**src/rtl/piradip_iq_pkg.sv**
```systemverilog
// rtl/piradip_iq_pkg.sv - shared types and constants for the IQ capture path
package piradip_iq_pkg;

    typedef enum logic [1:0] {
        IQ_OFF = 2'b00,
        IQ_I   = 2'b01,
        IQ_Q   = 2'b10,
        IQ_IQ  = 2'b11
    } iq_mode_t;

    typedef enum logic [1:0] {
        SEQ_IDLE,
        SEQ_RUN,
        SEQ_FLUSH
    } seq_state_t;

    localparam int SAMPLE_WIDTH = 16;

endpackage

```
**src/rtl/piradip_iq_stream_sequencer_if.sv**
```systemverilog
// rtl/piradip_iq_stream_sequencer_if.sv - control, monitor and status bundle of the IQ run sequencer
interface piradip_iq_stream_sequencer_if #(
    parameter int COUNT_WIDTH = 32
);
    logic [1:0]             cfg_mode;
    logic [COUNT_WIDTH-1:0] cfg_beats;
    logic                   start;
    logic                   abort;
    logic                   mon_tvalid;
    logic                   mon_tready;
    logic                   i_en;
    logic                   q_en;
    logic                   tlast;
    logic                   busy;
    logic                   done;
    logic                   aborted;
    logic                   cfg_err;
    logic [COUNT_WIDTH-1:0] beat_count;

    modport master (
        output cfg_mode, cfg_beats, start, abort, mon_tvalid, mon_tready,
        input  i_en, q_en, tlast, busy, done, aborted, cfg_err, beat_count
    );

    modport slave (
        input  cfg_mode, cfg_beats, start, abort, mon_tvalid, mon_tready,
        output i_en, q_en, tlast, busy, done, aborted, cfg_err, beat_count
    );
endinterface

```
**src/rtl/piradip_iq_stream_sequencer.sv**
```systemverilog
// rtl/piradip_iq_stream_sequencer.sv - run controller for the IQ interleaver
// Latches mode/beat count, gates the interleaver enables, counts beats, flags tlast.
module piradip_iq_stream_sequencer
    import piradip_iq_pkg::*;
#(
    parameter int COUNT_WIDTH  = 32,
    parameter int FLUSH_CYCLES = 2
) (
    input  logic aclk,
    input  logic areset,
    piradip_iq_stream_sequencer_if.slave seq
);

    localparam int FW = (FLUSH_CYCLES > 1) ? $clog2(FLUSH_CYCLES) : 1;

    seq_state_t             state_q, state_d;
    iq_mode_t               mode_q, mode_d;
    logic [COUNT_WIDTH-1:0] beats_q, beats_d;
    logic [COUNT_WIDTH-1:0] count_q, count_d;
    logic [FW-1:0]          flush_q, flush_d;
    logic                   i_en_q, i_en_d;
    logic                   q_en_q, q_en_d;
    logic                   done_q, done_d;
    logic                   cfg_err_q, cfg_err_d;
    logic                   aborted_q, aborted_d;
    logic                   beat;
    logic                   last;
    logic                   stay_run;

    assign beat = seq.mon_tvalid & seq.mon_tready;
    // beats_q is never zero in RUN, so the subtraction cannot wrap
    assign last = (state_q == SEQ_RUN) && (count_q == beats_q - COUNT_WIDTH'(1));

    always_comb begin
        state_d   = state_q;
        mode_d    = mode_q;
        beats_d   = beats_q;
        count_d   = count_q;
        flush_d   = flush_q;
        aborted_d = aborted_q;
        done_d    = 1'b0;
        cfg_err_d = 1'b0;
        case (state_q)
            SEQ_IDLE: begin
                if (seq.start) begin
                    if (seq.cfg_mode != IQ_OFF && seq.cfg_beats != '0) begin
                        mode_d    = iq_mode_t'(seq.cfg_mode);
                        beats_d   = seq.cfg_beats;
                        count_d   = '0;
                        aborted_d = 1'b0;
                        state_d   = SEQ_RUN;
                    end else begin
                        cfg_err_d = 1'b1;
                    end
                end
            end
            SEQ_RUN: begin
                if (beat) count_d = count_q + COUNT_WIDTH'(1);
                flush_d = FW'(FLUSH_CYCLES - 1);
                // a final beat coinciding with abort completes the run normally
                if (beat && last) begin
                    state_d = SEQ_FLUSH;
                end else if (seq.abort) begin
                    aborted_d = 1'b1;
                    state_d   = SEQ_FLUSH;
                end
            end
            SEQ_FLUSH: begin
                if (flush_q == '0) begin
                    state_d = SEQ_IDLE;
                    done_d  = 1'b1;
                end else begin
                    flush_d = flush_q - FW'(1);
                end
            end
            default: state_d = SEQ_IDLE;
        endcase
        stay_run = (state_q == SEQ_RUN) && (state_d == SEQ_RUN);
        i_en_d   = stay_run & mode_q[0];
        q_en_d   = stay_run & mode_q[1];
    end

    always_ff @(posedge aclk) begin
        if (areset) begin
            state_q   <= SEQ_IDLE;
            mode_q    <= IQ_OFF;
            beats_q   <= '0;
            count_q   <= '0;
            flush_q   <= '0;
            i_en_q    <= 1'b0;
            q_en_q    <= 1'b0;
            done_q    <= 1'b0;
            cfg_err_q <= 1'b0;
            aborted_q <= 1'b0;
        end else begin
            state_q   <= state_d;
            mode_q    <= mode_d;
            beats_q   <= beats_d;
            count_q   <= count_d;
            flush_q   <= flush_d;
            i_en_q    <= i_en_d;
            q_en_q    <= q_en_d;
            done_q    <= done_d;
            cfg_err_q <= cfg_err_d;
            aborted_q <= aborted_d;
        end
    end

    assign seq.i_en       = i_en_q;
    assign seq.q_en       = q_en_q;
    assign seq.tlast      = last;
    assign seq.busy       = (state_q != SEQ_IDLE);
    assign seq.done       = done_q;
    assign seq.aborted    = aborted_q;
    assign seq.cfg_err    = cfg_err_q;
    assign seq.beat_count = count_q;

endmodule

```
**src/flat_wrapper.sv**
```systemverilog
// flat-port wrapper written by rule: the top's interface ports become plain ports
module piradip_iq_stream_sequencer_flat import piradip_iq_pkg::*;
#(
    parameter int COUNT_WIDTH  = 32,
    parameter int FLUSH_CYCLES = 2
)
  (aclk, areset, seq_cfg_mode, seq_cfg_beats, seq_start, seq_abort, seq_mon_tvalid, seq_mon_tready, seq_i_en, seq_q_en, seq_tlast, seq_busy, seq_done, seq_aborted, seq_cfg_err, seq_beat_count);
  piradip_iq_stream_sequencer_if #(.COUNT_WIDTH(COUNT_WIDTH)) seq_i ();
  input  logic aclk;
  input  logic areset;
  input wire logic [$bits(seq_i.cfg_mode)-1:0] seq_cfg_mode;
  input wire logic [$bits(seq_i.cfg_beats)-1:0] seq_cfg_beats;
  input wire logic [$bits(seq_i.start)-1:0] seq_start;
  input wire logic [$bits(seq_i.abort)-1:0] seq_abort;
  input wire logic [$bits(seq_i.mon_tvalid)-1:0] seq_mon_tvalid;
  input wire logic [$bits(seq_i.mon_tready)-1:0] seq_mon_tready;
  output wire logic [$bits(seq_i.i_en)-1:0] seq_i_en;
  output wire logic [$bits(seq_i.q_en)-1:0] seq_q_en;
  output wire logic [$bits(seq_i.tlast)-1:0] seq_tlast;
  output wire logic [$bits(seq_i.busy)-1:0] seq_busy;
  output wire logic [$bits(seq_i.done)-1:0] seq_done;
  output wire logic [$bits(seq_i.aborted)-1:0] seq_aborted;
  output wire logic [$bits(seq_i.cfg_err)-1:0] seq_cfg_err;
  output wire logic [$bits(seq_i.beat_count)-1:0] seq_beat_count;
  assign seq_i.cfg_mode = seq_cfg_mode;
  assign seq_i.cfg_beats = seq_cfg_beats;
  assign seq_i.start = seq_start;
  assign seq_i.abort = seq_abort;
  assign seq_i.mon_tvalid = seq_mon_tvalid;
  assign seq_i.mon_tready = seq_mon_tready;
  assign seq_i_en = seq_i.i_en;
  assign seq_q_en = seq_i.q_en;
  assign seq_tlast = seq_i.tlast;
  assign seq_busy = seq_i.busy;
  assign seq_done = seq_i.done;
  assign seq_aborted = seq_i.aborted;
  assign seq_cfg_err = seq_i.cfg_err;
  assign seq_beat_count = seq_i.beat_count;
  piradip_iq_stream_sequencer #(.COUNT_WIDTH(COUNT_WIDTH), .FLUSH_CYCLES(FLUSH_CYCLES)) u_core (.aclk(aclk), .areset(areset), .seq(seq_i));
endmodule
```
**config.mk**
```make
export PLATFORM = sky130hd
export DESIGN_NAME = piradip_iq_stream_sequencer_flat
export DESIGN_NICKNAME = d
export VERILOG_FILES = /design/src/rtl/piradip_iq_pkg.sv /design/src/rtl/piradip_iq_stream_sequencer_if.sv /design/src/rtl/piradip_iq_stream_sequencer.sv /design/src/flat_wrapper.sv
export SDC_FILE = /design/constraint.sdc
export NUM_CORES = 1
export LEC_CHECK = 0
export CAP_MARGIN = 15
export CORE_MARGIN = 8
export CORE_UTILIZATION = 53
export DETAILED_ROUTE_END_ITERATION = 10
export PLACE_DENSITY = 0.81
export SLEW_MARGIN = 0
export SYNTH_ARGS = -nofsm -noshare
export SYNTH_HDL_FRONTEND = slang
export SYNTH_SLANG_ARGS = --single-unit
```
**constraint.sdc**
```tcl
create_clock -name aclk -period 3.6 [get_ports aclk]
set_input_delay 0.9 -clock aclk [delete_from_list [all_inputs] [get_ports aclk]]
set_output_delay 0.9 -clock aclk [all_outputs]
set_load 0.05 [all_outputs]
```
## Yosys cells after proc, flatten, opt, wreduce, memory -nomap -nowiden

Index checks and enable logic that the tools add are counted.
W data, S select, Z words.

| word-level totals | value |
|---|---|
| word-level logic and storage cells | 62 |
| bits in registers | 74 |

| cells by class | value |
|---|---|
| equality and inequality tests | 9 |
| add/subtract/negate cells | 3 |
| multiplexer cells | 19 |
| reduce and logical (&&, ||, !) cells | 15 |
| bitwise logic cells | 6 |

Operators with widths:

| operator | number |
|---|---|
| $mux W32 | 3 |
| $pmux W32 S2 | 1 |
| $add A32 B1 Y32 const B | 1 |
| $eq A32 B32 Y1 | 1 |
| $reduce_bool A32 Y1 | 1 |
| $sub A32 B1 Y32 const B | 1 |
| $mux W2 | 5 |
| $reduce_bool A2 Y1 | 4 |
| $mux W1 | 7 |
| $ne A2 B2 Y1 const B | 3 |
| $pmux W2 S3 | 1 |
| $reduce_and A5 Y1 | 1 |
| $eq A2 B1 Y1 const B | 2 |
| $logic_and A1 B1 Y1 | 4 |
| $ne A2 B1 Y1 const B | 2 |
| $pmux W1 S2 | 2 |
| $reduce_and A4 Y1 | 1 |
| $and A1 B1 Y1 | 3 |
| $not A1 Y1 | 3 |
| $reduce_and A3 Y1 | 1 |
| $reduce_or A3 Y1 | 1 |
| $eq A2 B2 Y1 const B | 1 |
| $logic_not A2 Y1 | 1 |
| $reduce_or A2 Y1 | 1 |
| $sub A1 B1 Y1 const B | 1 |

## Depth between registers and ports, before layout

Gate-level depths: netlist (run 1).

| logic depth | value |
|---|---|
| depth after elaboration | 9 |
| gate-level depth with buffers | 10 |
| mapped depth without buffers | 9 |

## Least setup slack after synthesis (run 1)

No wires, ideal clock.

| path | value |
|---|---|
| path kind | flip-flop to output port |
| start point | reg u_core.beats_q[5] |
| end point | out seq_tlast |
| path buffers | 1 |
| path slack | -53 ps |
| data required time | 2,700 ps |
| cell stages (with the launch flop) | 9 |
| arrival | 2,753 ps |
| path through | dfxtp_1 > clkbuf_1 > or4_1 > nor4_1 > xnor2_1 > nand3_1 > or4_1 > nor3_1 > and4_1 |

| between the ends | value |
|---|---|
| longest elaborated chain between the ends | 3 |

Ends and longest elaborated chain:

| what | RTL line | RTL |
|---|---|---|
| start: declaration | piradip_iq_stream_sequencer.sv:18 | `logic [COUNT_WIDTH-1:0] beats_q, beats_d;` |
| start signal: assignment | piradip_iq_stream_sequencer.sv:98 | `beats_q <= beats_d;` |
| $sub A32 B1 Y32 | piradip_iq_stream_sequencer.sv:32 | `assign last = (state_q == SEQ_RUN) && (count_q == beats_q - COUNT_WIDTH'(1));` |
| $eq A32 B32 Y1 | piradip_iq_stream_sequencer.sv:32 |  |
| $logic_and A1 B1 Y1 | piradip_iq_stream_sequencer.sv:32 |  |
| end: declaration | flat_wrapper.sv:19 | `output wire logic [$bits(seq_i.tlast)-1:0] seq_tlast;` |

No other way between the ends.

## Final worst setup path (run 1)

| path | value |
|---|---|
| start point | reg u_core.beats_q[19] |
| end point | out seq_tlast |

The elaborated chain is that of the path after synthesis.

==> flow_summary.toml, run 1 <==
[clock_network]
clock-sinks = 74
insertion_delay_ns = 0.35
root_buffer = "clkbuf_8"
cts_buffers = 9
h-tree-depth = 3
cts_tree = "done"
clockBufferDepth = 2
path_clk_slew_ns = 0.09

[pwr]
cellLeakagePower_nw = 2.356
power_density_nw_per_um2 = 396.5
vdd_drop_max_v = 0.0002576

[routing]
firstDrtPassIters = 7
drt_iter0_drc = 265
totalWireLength_um = 14120
ant_nets = 0
post-route-drc-count = 0
routedWlPerCell_um = 18.31
via_per_inst = 5.958
route.vias.total = 4594

[final_layout]
fin_nets = 707
n_antenna_cell = 0
drive_above_1_share = 0.1682
syn_to_final_growth_pct = 36.59
postLayoutCoreUtil = 0.7450
fillers = 643
multi_input_area_um2 = 2942
seq_area_um2 = 1484

[timing]
slew_viol_final = 0
relSlewSlack = 0.5469
setup-tns-final_ns = -0.3334
hold_violations = 0
max_freq_mhz = 254.2
finClkSkew_ns = 0.009710
rsz0062_at_grt = "true"
tightest_slew_ns = 0.6703
setup_violations = 1
setup_ws_ns = -0.3334
period_needed_ns = 3.933
fin_crit_sh = 1.093

[global_routing]
grt_pass1_vias = 4538
gr-usage-all-layers = 0.2429
grt_pass1_wl_um = 22840
grt_max_degree = 31
antenna_found_initial = 0
grt_overflow = 0

[floorplan]
boundaryPins = 79
dieArea_um2 = 11600
die_w_um = 107.7
initial_core_util = 0.5455
std_cell_rows = 33
fp.dieH_um = 107.7
fp.coreArea_um2 = 8175

[logic_synthesis]
ys_seq_area_frac = 0.3322
syn_area_um2 = 4459
syn_nets = 585
syn_avg_cell_area_um2 = 8.273
ys_seq_elements = 74
yosysUniqueCellTypes = 58
yosysWarnings = 0
synth_cells = 539
yosysTopAreaCellShare = 0.3322
synth_ff_type = "dfxtp_1"
async_flop_share = 0
synth_most_common_cell = "nor2_1"
netlist_top_cells_area = "dfxtp_1 33%, xnor2_1 8.2%, mux2i_1 8.1%"
yosys.area.top_type = "dfxtp_1"
synth_common_cells = "80 x nor2_1, 74 x dfxtp_1, 42 x xnor2_1"
synth-edff-count = 0

[critical_path]
critPathKind = "reg -> out"
crit_arrival_ns = 3.03
regToRegStartpoint = "u_core.beats_q[3]"
cp-start-kind = "flop"
cp.required_ns = 2.70
r2r_setup_slack_ns = 0.26
reg2reg_to = "u_core.seq.aborted"
r2r_cells = 8
endpoint_kind = "output port"
cp_max_fo = 3

[run]
cap_violations = 0

[worst_hold_path]
min_from = "u_core.mode_q[0]"
worstHoldPathType = "reg -> reg"
min_to = "u_core.seq.i_en"
min_path_cells = 2

[place]
buffer_ports.inserted = 78
hpwl_um = 10840
globalplace.congestion = 0.8773
pre_cts_ws_ns = 0.02067

[run_status]
violations = "setup timing"
status = "finished, violations left"
==> cell usage in the layout (no fill, tap or decap), types with 15 or more instances in the layout <==
cell type         n
nand3_1          15
xor2_1           23
dfxtp_1          72
xnor2_1          42
nor4_1           19
clkdlybuf4s50_1  77
nor2_1           80
nand2_1          25
mux2i_1          36
buf_4            60
a21oi_1          16
nor3_1           16
nand4_1          21
==> worst max-delay path: stages, from the launching register on <==
cell and delay, ns:
dfxtp_1 0.32, or4_4 0.53, buf_4 0.16, or3_1 0.32
or4_1 0.47, a211oi_1 0.43, and4_4 0.32, buf_12 0.14
==> repair_timing <==
action | 4_1_cts | 5_1_grt
buffers inserted | 0 | 1
hold buffers | 0 | 0
pin swaps | 5 | 7
gates resized for setup | 16 | 9
endpoints found under the setup margin | 1 | 1
==> metal layers <==
metal	global-route usage	share of wire	up-vias
met5	0	0	-
met4	0.08920	0.027	0
met3	0.04431	0.062	26
met2	0.4211	0.49	166
met1	0.2907	0.42	2196
li1	-	-	2206
==> metrics by stage <==
step | hold WS [ns] | total power (W) | cells | cell area [µm²]
after floorplan | 0.4216 | 0.001336 | 539 | 4461
after global placement | 0.4391 | 0.001609 | 754 | 5742
after detailed placement | 0.4481 | 0.001625 | 754 | 5742
after CTS | 0.4608 | 0.002395 | 770 | 6040
after global routing | 0.4947 | 0.002522 | 771 | 6091
final | 0.4605 | 0.002415 | 771 | 6091
==> sequential cells by signal, indices dropped and copies added, names as in the netlist, 2 cells and up <==
register / count
u_core.state_q: 2
u_core.mode_q: 2
u_core.seq.beat_count: 32
u_core.beats_q: 32
==> how the worst max path moves through the flow <==
stage,startpoint,to,slack (ns),cells past startpoint
after floorplan,u_core.beats_q[5],seq_tlast,0.04,8
after global placement,u_core.beats_q[9],seq_tlast,-0.1,9
after detailed placement,u_core.beats_q[9],seq_tlast,0.02,9
after CTS,u_core.beats_q[19],seq_tlast,-0.32,8
after global routing,u_core.beats_q[1],seq_tlast,-0.42,10
final,u_core.beats_q[19],seq_tlast,-0.33,7
==> cell type report <==
cell class                 count  area share
clock inverter                 7     0.01664
tap                          105     0.02157
multi-input combinational    422      0.4829
timing repair buffer         139      0.2056
sequential                    74      0.2436
clock buffer                   9     0.02034
inverter                      15    0.009244
==> cell families (layout without fill, tap and decap cells) <==
kind of cell / Yosys count / count (layout) / synth area share
muxes: 36 / 36 / 0.08081
and+or+nand+nor: 245 / 245 / 0.2997
AOI/OAI and AO/OA: 70 / 70 / 0.1049
adders and majority gates: 6 / 6 / 0.01683
buffers and inverters: 43 / 170 / 0.03788
DFF: 74 / 74 / 0.3322
xor gates and xnor gates: 65 / 65 / 0.1277
==> report_power, final <==
part           leakage, nW  internal (W)  switching (W)
registers            0.603      0.000856      0.0000401
logic                 1.65      0.000371       0.000402
clock network        0.106      0.000396       0.000349
Power figures use the tool's default switching activity.
==> run 2, diff against run 1 <==
- CORE_UTILIZATION: 53 -> 55
- CTS_BUF_LIST: default -> sky130_fd_sc_hd__clkbuf_4
- PLACE_DENSITY: 0.81 -> 0.84
- clock period: 3.6 -> 4.1 ns (I/O delays scaled with it)
==> flow_summary.toml, run 2 (synthesis gave the netlist of run 1 again) <==
[global_routing]
grt_max_degree = 33
grt_pass1_vias = 4184
gr-usage-all-layers = 0.2276
grt_pass1_wl_um = 21020
antenna_found_initial = 0
grt_overflow = 0

[clock_network]
clock-sinks = 74
cts_buffers = 9
cts_tree = "done"
path_clk_slew_ns = 0.13
holdBufCountCts = 0
root_buffer = "clkbuf_4"
h-tree-depth = 3
insertion_delay_ns = 0.42
clockBufferDepth = 2

[worst_hold_path]
min_to = "u_core.seq.q_en"
min_from = "u_core.mode_q[1]"
min_path_cells = 2
worstHoldPathType = "reg -> reg"

[timing]
setup_violations = 1
finClkSkew_ns = 0.01708
max_freq_mhz = 234.9
slew_viol_final = 0
tightest_slew_ns = 0.7958
relSlewSlack = 0.4678
hold_ws_ns = 0.4611
hold_violations = 0
fin_crit_sh = 1.038
period_needed_ns = 4.256
rsz0062_at_grt = "true"
setup_ws_ns = -0.1564

[final_layout]
final_common_cell = "nor2_1"
syn_to_final_growth_pct = 27.53
fin_area_um2 = 5687
drive_above_1_share = 0.1048
fin_nets = 661
n_antenna_cell = 0
final_cells = 725
layout.cells.most_common_list = "80 x nor2_1, 77 x clkdlybuf4s50_1, 71 x dfxtp_1"

[critical_path]
reg2reg_to = "u_core.seq.aborted"
r2r_cells = 8
critPathKind = "reg -> out"
endpoint_kind = "output port"
r2r_setup_slack_ns = 0.81
cp.required_ns = 3.07
cp_max_fo = 5
cp-start-kind = "flop"
crit_arrival_ns = 3.23
regToRegStartpoint = "u_core.state_q[1]"

[routing]
routedWlPerCell_um = 17.96
m1WireLength_um = 5553
ant_nets = 0
routed-wl-met2_um = 6368
route.vias.total = 4367
drt_iter0_drc = 307
totalWireLength_um = 13020
via_per_inst = 6.023
firstDrtPassIters = 5
post-route-drc-count = 0
highest_layer = "met4"
wl_met3_um = 807

[pwr]
vdd_drop_max_v = 0.0002292
cellLeakagePower_nw = 2.102
power_density_nw_per_um2 = 335.5

[floorplan]
boundaryPins = 79
initial_core_util = 0.5538
die_w_um = 106.0
std_cell_rows = 33
fp.dieH_um = 106.0
fp.coreArea_um2 = 8051
dieArea_um2 = 11250

[run]
cap_violations = 0

[place]
dp_cells = 704
place_area_um2 = 5370
hpwl_um = 9904
buffer_ports.inserted = 78
globalplace.congestion = 0.9066

[run_status]
status = "finished, violations left"
violations = "setup timing"
[run 2: where the power goes]
group	switching (W)	internal, W	total, W
sequential	0.0000541	0.000752	0.000806
clock	0.000265	0.000261	0.000525
combinational	0.000309	0.000267	0.000576
total	0.000628	0.00128	0.00191
[run 2: cell type report]
cell class / count / area [µm²]
fillers: 645 / 2365
inverters: 15 / 56.30
flip-flops and latches: 74 / 1488
multi-input cells: 422 / 2947
repair buffers: 93 / 903.4
clock buffers: 11 / 82.58
well taps: 105 / 131.4
clock inverters: 5 / 78.83
[run 2: how the worst max path moves through the flow]
stage	startpoint	to	slack, ns	cells after the start
final	u_core.beats_q[19]	seq_tlast	-0.16	8
after global routing	u_core.beats_q[6]	seq_tlast	-0.25	9
after CTS	u_core.beats_q[19]	seq_tlast	-0.1	8
after detailed placement	u_core.beats_q[0]	seq_tlast	0.17	10
after global placement	u_core.beats_q[0]	seq_tlast	0.17	10
after floorplan	u_core.beats_q[5]	seq_tlast	0.32	8
[run 2: worst max-delay path, stage by stage, from the launching register on]
cell and delay [ns]:
dfxtp_4 0.37, or4_4 0.56, or4_4 0.46, nor4_4 0.30
o22ai_2 0.10, or4_4 0.50, nor3_2 0.11, and4_4 0.27
buf_12 0.14
[run 2: metal layers]
layer | vias up | GRT usage
met5 | - | 0
met4 | 0 | 0.08945
met3 | 23 | 0.05021
met2 | 162 | 0.3780
met1 | 2077 | 0.2803
li1 | 2105 | -
[run 2: per-stage QoR]
step | utilization | worst slack, ns | TNS (ns) | power (W)
global route | 0.7063 | -0.2537 | -0.2537 | 0.002000
detailed placement | 0.6670 | 0.1740 | 0 | 0.001329
floorplan | - | 0.3220 | 0 | 0.001174
global placement | 0.6670 | 0.1676 | 0 | 0.001319
finish | 0.7063 | -0.1564 | -0.1564 | 0.001908
CTS | 0.6953 | -0.09975 | -0.09975 | 0.001871
[run 2: repair_timing]
item,4_1_cts,5_1_grt
hold endpoints to repair,0,0
pin swaps,1,6
setup buffers,0,5
endpoints found under the setup margin,1,1
gates resized for setup,16,9
==> run 3, diff against run 2 <==
- CELL_PAD_IN_SITES_DETAIL_PLACEMENT: default -> 0
- CELL_PAD_IN_SITES_GLOBAL_PLACEMENT: default -> 2
- CORE_UTILIZATION: 55 -> 32
- PLACE_DENSITY: 0.84 -> 0.83
==> flow_summary.toml, run 3 (synthesis gave the netlist of run 1 again) <==
[timing]
fin_crit_sh = 1.023
max_freq_mhz = 238.5
slew_viol_final = 0
setup_violations = 1
setup-tns-final_ns = -0.09375
period_needed_ns = 4.194
hold_ws_ns = 0.4563
relSlewSlack = 0.4465
setup_ws_ns = -0.09375
rsz0062_at_grt = "true"
tightest_slew_ns = 0.8187
finClkSkew_ns = 0.01270
hold_violations = 0

[pwr]
total_power_w = 0.001844
vdd_drop_max_v = 0.0001375
power_density_nw_per_um2 = 314.4
cellLeakagePower_nw = 2.159

[routing]
drt_iter0_drc = 245
route.vias.total = 4321
totalWireLength_um = 14420
post-route-drc-count = 0
routedWlPerCell_um = 17.74
ant_nets = 0
via_per_inst = 5.315
firstDrtPassIters = 4

[critical_path]
crit_arrival_ns = 3.17
endpoint_kind = "output port"
r2r_cells = 8
cp_max_fo = 4
critPathKind = "reg -> out"
cp-start-kind = "flop"
cp.required_ns = 3.07

[floorplan]
fp.dieH_um = 134.0
std_cell_rows = 43
boundaryPins = 79
fp.coreArea_um2 = 13770
initial_core_util = 0.3238
dieArea_um2 = 17970
die_w_um = 134.0

[clock_network]
path_clk_slew_ns = 0.12
holdBufCountCts = 0
clock-sinks = 74
h-tree-depth = 3
cts_tree = "done"
root_buffer = "clkbuf_4"
clockBufferDepth = 2
cts_buffers = 9
insertion_delay_ns = 0.46

[place]
buffer_ports.inserted = 78
pre_cts_ws_ns = 0.1345
hpwl_um = 10990
globalplace.congestion = 0.8438

[global_routing]
gr-usage-all-layers = 0.1612
grt_max_degree = 29
antenna_found_initial = 0
grt_overflow = 0
grt_pass1_vias = 4262
grt_pass1_wl_um = 22920

[final_layout]
layout.cells.most_common_list = "79 x nor2_1, 77 x clkdlybuf4s50_1, 65 x dfxtp_1"
fillers = 1426
postLayoutCoreUtil = 0.4259
drive_above_1_share = 0.1359
fin_nets = 676
n_antenna_cell = 0
syn_to_final_growth_pct = 31.54
final_common_cell = "nor2_1"

[run_status]
status = "finished, violations left"
violations = "setup timing"

[run]
cap_violations = 0

[worst_hold_path]
worstHoldPathType = "reg -> reg"
min_path_cells = 2
## run 3: changes by cell type in the layout (fill, tap and decap cells not counted), moves of 2 or more
cell | previous run | this run
buf_4 | 15 | 30
clkbuf_4 | 11 | 9
clkinv_1 | 0 | 2
dfxtp_1 | 71 | 65
dfxtp_2 | 2 | 5
dfxtp_4 | 1 | 4
inv_1 | 15 | 13
## run 3: path summary, 6_finish.rpt
| kind | endpoint | slack (ns) | start |
|---|---|---|---|
| setup / recovery | seq_tlast | -0.09 | u_core.beats_q[1] |
| hold / removal | u_core.seq.q_en | 0.46 | u_core.mode_q[1] |
| setup reg to reg | u_core.seq.aborted | 0.94 | u_core.state_q[1] |
| hold reg to reg | u_core.seq.q_en | 0.46 | u_core.mode_q[1] |
## run 3: power by group
| part | leakage (nW) | switching [W] | internal (W) |
|---|---|---|---|
| combinational | 1.49 | 0.000320 | 0.000283 |
| clock | 0.0665 | 0.000267 | 0.000173 |
| sequential | 0.607 | 0.0000478 | 0.000752 |
## run 3: layout make-up
type | count | area [µm²] | share of cell area
multi-input combinational | 422 | 2948 | 0.5026
clock buffer | 9 | 67.56 | 0.01152
tap | 180 | 225.2 | 0.03840
timing repair buffer | 108 | 1016 | 0.1732
sequential | 74 | 1503 | 0.2562
inverter | 15 | 58.81 | 0.01003
clock inverter | 5 | 47.55 | 0.008106
## run 3: routing by layer
layer	up-vias	track usage	share of wire
met3	23	0.03815	0.046
met5	-	0	0
li1	2132	-	-
met2	96	0.2614	0.47
met1	2070	0.1991	0.46
met4	0	0.07174	0.024
## run 3: stage by stage
step	cell area (µm²)	cells
after floorplan	4459	539
after global placement	5527	788
after detailed placement	5527	788
after CTS	5718	805
after global routing	5866	813
final	5866	813
## run 3: what timing repair did
action	4_1_cts	5_1_grt
setup endpoints to repair	1	1
pin swaps	2	7
setup buffers	3	8
resized for setup	14	27
## run 3: worst max-delay path, stage by stage, from the launching register on
cell	delay, ns
dfxtp_4	0.38
inv_4	0.06
ha_4	0.14
or4b_4	0.51
nor4_4	0.29
xnor2_2	0.16
nand3_1	0.11
or4_4	0.53
nor3_2	0.13
and4_4	0.26
buf_12	0.14
